File: config.mk
export PLATFORM = sky130hd
export DESIGN_NAME = ccr_unit
export DESIGN_NICKNAME = d
export VERILOG_FILES = /design/src/rtl/ccr_unit.sv
export SDC_FILE = /design/constraint.sdc
export NUM_CORES = 1
export LEC_CHECK = 0
export CORE_MARGIN = 2
export CORE_UTILIZATION = 53
export CTS_CLUSTER_SIZE = 24
export DETAILED_ROUTE_END_ITERATION = 8
export PLACE_DENSITY = 0.8
export SYNTH_ARGS = -nofsm -noshare
export SYNTH_HDL_FRONTEND = slang
export SYNTH_SLANG_ARGS = --single-unit
File: constraint.sdc
create_clock -name clk -period 4.3 [get_ports clk]
set_clock_uncertainty 0.2 [all_clocks]
set_input_delay 1.29 -clock clk [delete_from_list [all_inputs] [get_ports clk]]
set_output_delay 1.29 -clock clk [all_outputs]
set_load 0.02 [all_outputs]
File: src/rtl/ccr_unit.sv
// Condition-code register for the execute stage: flag latch with same-cycle
// forwarding, conditional-jump resolution and a small interrupt save stack.
module ccr_unit #(
  parameter int DEPTH = 2
) (
  input  logic       clk,
  input  logic       rst,
  input  logic [4:0] alu_flags_in,
  input  logic       flags_we,
  input  logic       stall,
  input  logic       jmp_valid,
  input  logic [1:0] jmp_cond,
  input  logic       int_save,
  input  logic       rti_restore,
  output logic [4:0] flags_out,
  output logic       branch_taken,
  output logic [2:0] stack_count,
  output logic       err
);

  localparam logic [1:0] COND_ALWAYS = 2'b00;
  localparam logic [1:0] COND_Z      = 2'b01;
  localparam logic [1:0] COND_N      = 2'b10;
  localparam logic [1:0] COND_C      = 2'b11;

  logic [4:0] flags_reg;
  logic [4:0] fwd;
  logic [4:0] nxt;
  logic [4:0] top;
  logic [2:0] count;
  logic       push;
  logic [4:0] stack_mem [DEPTH];

  // Jumps and pushes see the flags the instruction in EX is writing right now.
  assign fwd = flags_we ? alu_flags_in : flags_reg;

  always_comb begin
    branch_taken = 1'b0;
    if (jmp_valid) begin
      case (jmp_cond)
        COND_ALWAYS: branch_taken = 1'b1;
        COND_Z:      branch_taken = fwd[0];
        COND_N:      branch_taken = fwd[1];
        COND_C:      branch_taken = fwd[2];
        default:     branch_taken = 1'b0;
      endcase
    end
  end

  always_comb begin
    nxt = fwd;
    if (branch_taken) begin
      case (jmp_cond)
        COND_Z:  nxt[0] = 1'b0;
        COND_N:  nxt[1] = 1'b0;
        COND_C:  nxt[2] = 1'b0;
        default: nxt = fwd;
      endcase
    end
  end

  always_comb begin
    top = 5'b00000;
    for (int i = 0; i < DEPTH; i++) begin
      if (count == 3'(i + 1)) top = stack_mem[i];
    end
  end

  assign push = !rst && !stall && int_save && !rti_restore && (count < 3'(DEPTH));

  always_ff @(posedge clk) begin
    if (rst) begin
      flags_reg <= 5'b00000;
      count     <= 3'd0;
      err       <= 1'b0;
    end else if (!stall) begin
      if (int_save && rti_restore) begin
        err <= 1'b1;
      end else if (rti_restore) begin
        if (count != 3'd0) begin
          flags_reg <= top;
          count     <= count - 3'd1;
        end else begin
          flags_reg <= nxt;
          err       <= 1'b1;
        end
      end else if (int_save) begin
        flags_reg <= nxt;
        if (count < 3'(DEPTH)) count <= count + 3'd1;
        else                   err   <= 1'b1;
      end else begin
        flags_reg <= nxt;
      end
    end
  end

  // Stack contents are don't-care after reset; only the count is cleared.
  always_ff @(posedge clk) begin
    for (int i = 0; i < DEPTH; i++) begin
      if (push && count == 3'(i)) stack_mem[i] <= nxt;
    end
  end

  assign flags_out   = flags_reg;
  assign stack_count = count;

endmodule

==> metrics <==
Crit-path slowest cell clkdlybuf4s50_1; Ports 24; Power Density roughly 300 nW/um^2; Worst Setup End Kind primary output; die height around 50 um; Synth Area in Simple Gates 15.6%; Final Hold Fails 0; Cell Area, Synth about 1100 um^2; synthesis-to-finish area growth 27.3%; DP Area around 1400 um^2; post-synthesis register bit count 19; ratio of cells with drive above 1 in the final layout 10.9%; Wirelength per Cell between 15 and 20 um; Vias/cell 5.75; largest net degree at the start of global routing 13; Avg Cell Area, Syn ~10 um^2; Residual DRC 0; synth warn 0; initial antenna violation count 0; clk buf depth 2; Clock Sink Count 19; Detailed Route Iter0 Violations 18; IO buf count 23; Die ar. 2430 um^2; vias in the first global route just under 1000; r2r setup slk between 2 and 2.5 ns; latest clock arrival within the worst-skew pair between 0.3 and 0.4 ns; unrepaired setup endpoints after global routing no; Synth Area in Adders a little over 9%; Netlist cell types 37; TNS Setup 0 ns; Site Rows 16; worst-margin pin slew between 0.6 and 0.7 ns; Clock Tree Root clkbuf_4; hold path cells 2; Nets 160; VDD IR max 0.254 mV; clock-pin slew on the worst setup and hold paths between 0.1 and 0.15 ns; total number of vias ~940; first-pass GRT wire length about 4600 um; total CTS buffers 3; max-cap violation count 0; Max Clk Rate approximately 240 MHz; FF-to-FF Start stack_count[1]$_SDFFE_PP0P_; drt pass-1 iters 4; Antenna diodes 0; Crit Path Max Fanout 2; routability cong. 0.742; Synth Flop Type edfxtp_1; Die X around 49 um; minimum clock period 4.15 ns; reg2reg end stack_count[1]$_SDFFE_PP0P_; Starting Density a little under three fifths; hold wc startpoint flags_out[4]$_SDFFE_PP0P_; Crit path required time around 2.8 ns; post-synthesis mux area share under 10%; CTS tree done; Worst Path Arrival ~2.7 ns; FILL cells ~160; sequential share of the synthesized area between 40% and 50%; asr flop ratio synth 0%; Worst Hold Path EP flags_out[4]$_SDFFE_PP0P_; Syn Inst Count between 100 and 150; count of final max-slew check failures 0; Final setup viols 0; Compound-Gate Fraction of Synth Area about 17%; Total Routing Usage GR 24.8%; CP Cell Sequence clkdlybuf4s50_1 -> mux4_2 -> nor2_1 -> a311oi_1 -> clkbuf_2; antenna-violating nets left 0; WL final between 2000 and 3000 um; critical path class in2out; xor-xnor portion of the synthesized cell area less than 1%; Hold Crit Class reg2reg; Leak 0.000540 uW; Setup crit start kind input port; setup bufs post-CTS 0; Relative slew margins 54.7%; largest family of logic cells by synthesized area compound AO/OA/AOI/OAI gates; Util after Layout a little under three quarters; HPWL Detailed 2000 um; CP peak stage delay 0.45 ns; total grt overflow 0; core area 1940 um^2; Period Utilization, post-route between 90% and 100%; EDFF count, synth 10; H-tree depth 1; Post-Syn Nets about 130; Multi-input gate area between 500 and 600 um^2; CTS Hold Bufs 0; reg2reg path depth 6; Power Total roughly 410 uW; Finished Cell Area 1380 um^2; Hold WS between 0.2 and 0.3 ns; status finished clean; register area roughly 480 um^2
timing repair:
| action | in CTS | in global routing |
|---|---|---|
| gates resized for setup | 1 | 3 |
| setup endpoints to repair | 1 | 1 |
| hold endpoints to repair | 0 | 0 |
report_power, final:
group | internal [uW] | switching, uW | leakage, uW
Combinational | 50.5 | 58.4 | 0.000356
Clock | 34.7 | 60.8 | 0.0000177
Sequential | 200 | 8.78 | 0.000165
metal layers:
metal  GRT usage (%)  wire length [um]  share of wire [%]
met3            4.91               174                6.5
met5               0                 0                  0
met1            31.4              1150                 43
met4            9.05                41                1.5
met2            41.7              1330                 49
synthesized netlist by cell type, types with 2 or more instances:
| cell type | instances | area, um^2 |
|---|---|---|
| a211oi_1 | 4 | 30.0 |
| inv_1 | 6 | 22.5 |
| nor2_1 | 16 | 60.1 |
| o21ai_0 | 2 | 10.0 |
| ha_1 | 8 | 100 |
| o21ai_1 | 7 | 35.0 |
| edfxtp_1 | 10 | 300 |
| nand2b_1 | 3 | 18.8 |
| a31oi_1 | 3 | 18.8 |
| a21oi_1 | 5 | 25.0 |
| nor2b_1 | 2 | 12.5 |
| nand2_1 | 6 | 22.5 |
| dfxtp_1 | 9 | 180 |
| mux2_1 | 2 | 22.5 |
| mux2i_1 | 3 | 30.0 |
| nor4_1 | 2 | 12.5 |
final cells by class:
type / count / area share, %
timing repair buffer: 28 / 19.0
clock buffer: 3 / 1.63
multi-input combinational: 79 / 39.9
inverter: 7 / 1.90
tap: 27 / 2.44
sequential: 19 / 34.8
clock inverter: 1 / 0.362
critical path: cells and delay by family:
kind | cells | cell delay (ns)
buffers and inverters | 2 | 0.68
and+or+nand+nor | 1 | 0.04
AOI/OAI and AO/OA | 1 | 0.30
muxes | 1 | 0.35
state kept, by name, indices dropped and copies added, names as in the netlist:
name         cells
flags_out        5
stack_count      3
stack_mem       10
err              1
metrics by stage:
step / worst slack [ns] / cells
after global routing: 0.0925 / 164
after floorplan: 0.526 / 109
after CTS: 0.00582 / 164
after detailed placement: -0.239 / 160
after global placement: -0.169 / 160
final: 0.152 / 164
how the worst max path moves through the flow:
stage / end / from / cells past startpoint
6_report: branch_taken / jmp_cond[0] / 5
5_1_grt: branch_taken / jmp_cond[0] / 5
4_1_cts: branch_taken / jmp_cond[0] / 5
3_5_place_dp: branch_taken / jmp_cond[0] / 5
3_3_place_gp: branch_taken / jmp_cond[0] / 5
2_1_floorplan: branch_taken / flags_we / 4
cells in the final DEF, fill, tap and decap left out, types with 2 or more instances in the layout:
cell type / Yosys / routed
a211oi_1: 4 / 4
a21oi_1: 5 / 5
a31oi_1: 3 / 3
buf_4: 1 / 5
clkbuf_4: 0 / 3
clkdlybuf4s50_1: 0 / 22
dfxtp_1: 9 / 9
edfxtp_1: 10 / 10
ha_1: 8 / 8
inv_1: 6 / 6
mux2_1: 2 / 2
mux2i_1: 3 / 3
nand2_1: 6 / 6
nand2b_1: 3 / 3
nor2_1: 16 / 16
nor2b_1: 2 / 2
nor4_1: 2 / 2
o21ai_0: 2 / 2
o21ai_1: 7 / 7
cells by family after synthesis:
group / after synthesis
AND/OR/NAND/NOR: 34
AO/OA/AOI/OAI: 29
flip-flops: 19
buffers and inverters: 11
adder cells (fa/ha/maj): 8
multiplexers: 7
XOR/XNOR: 1
No activity file was read; power rests on OpenSTA's default activity.
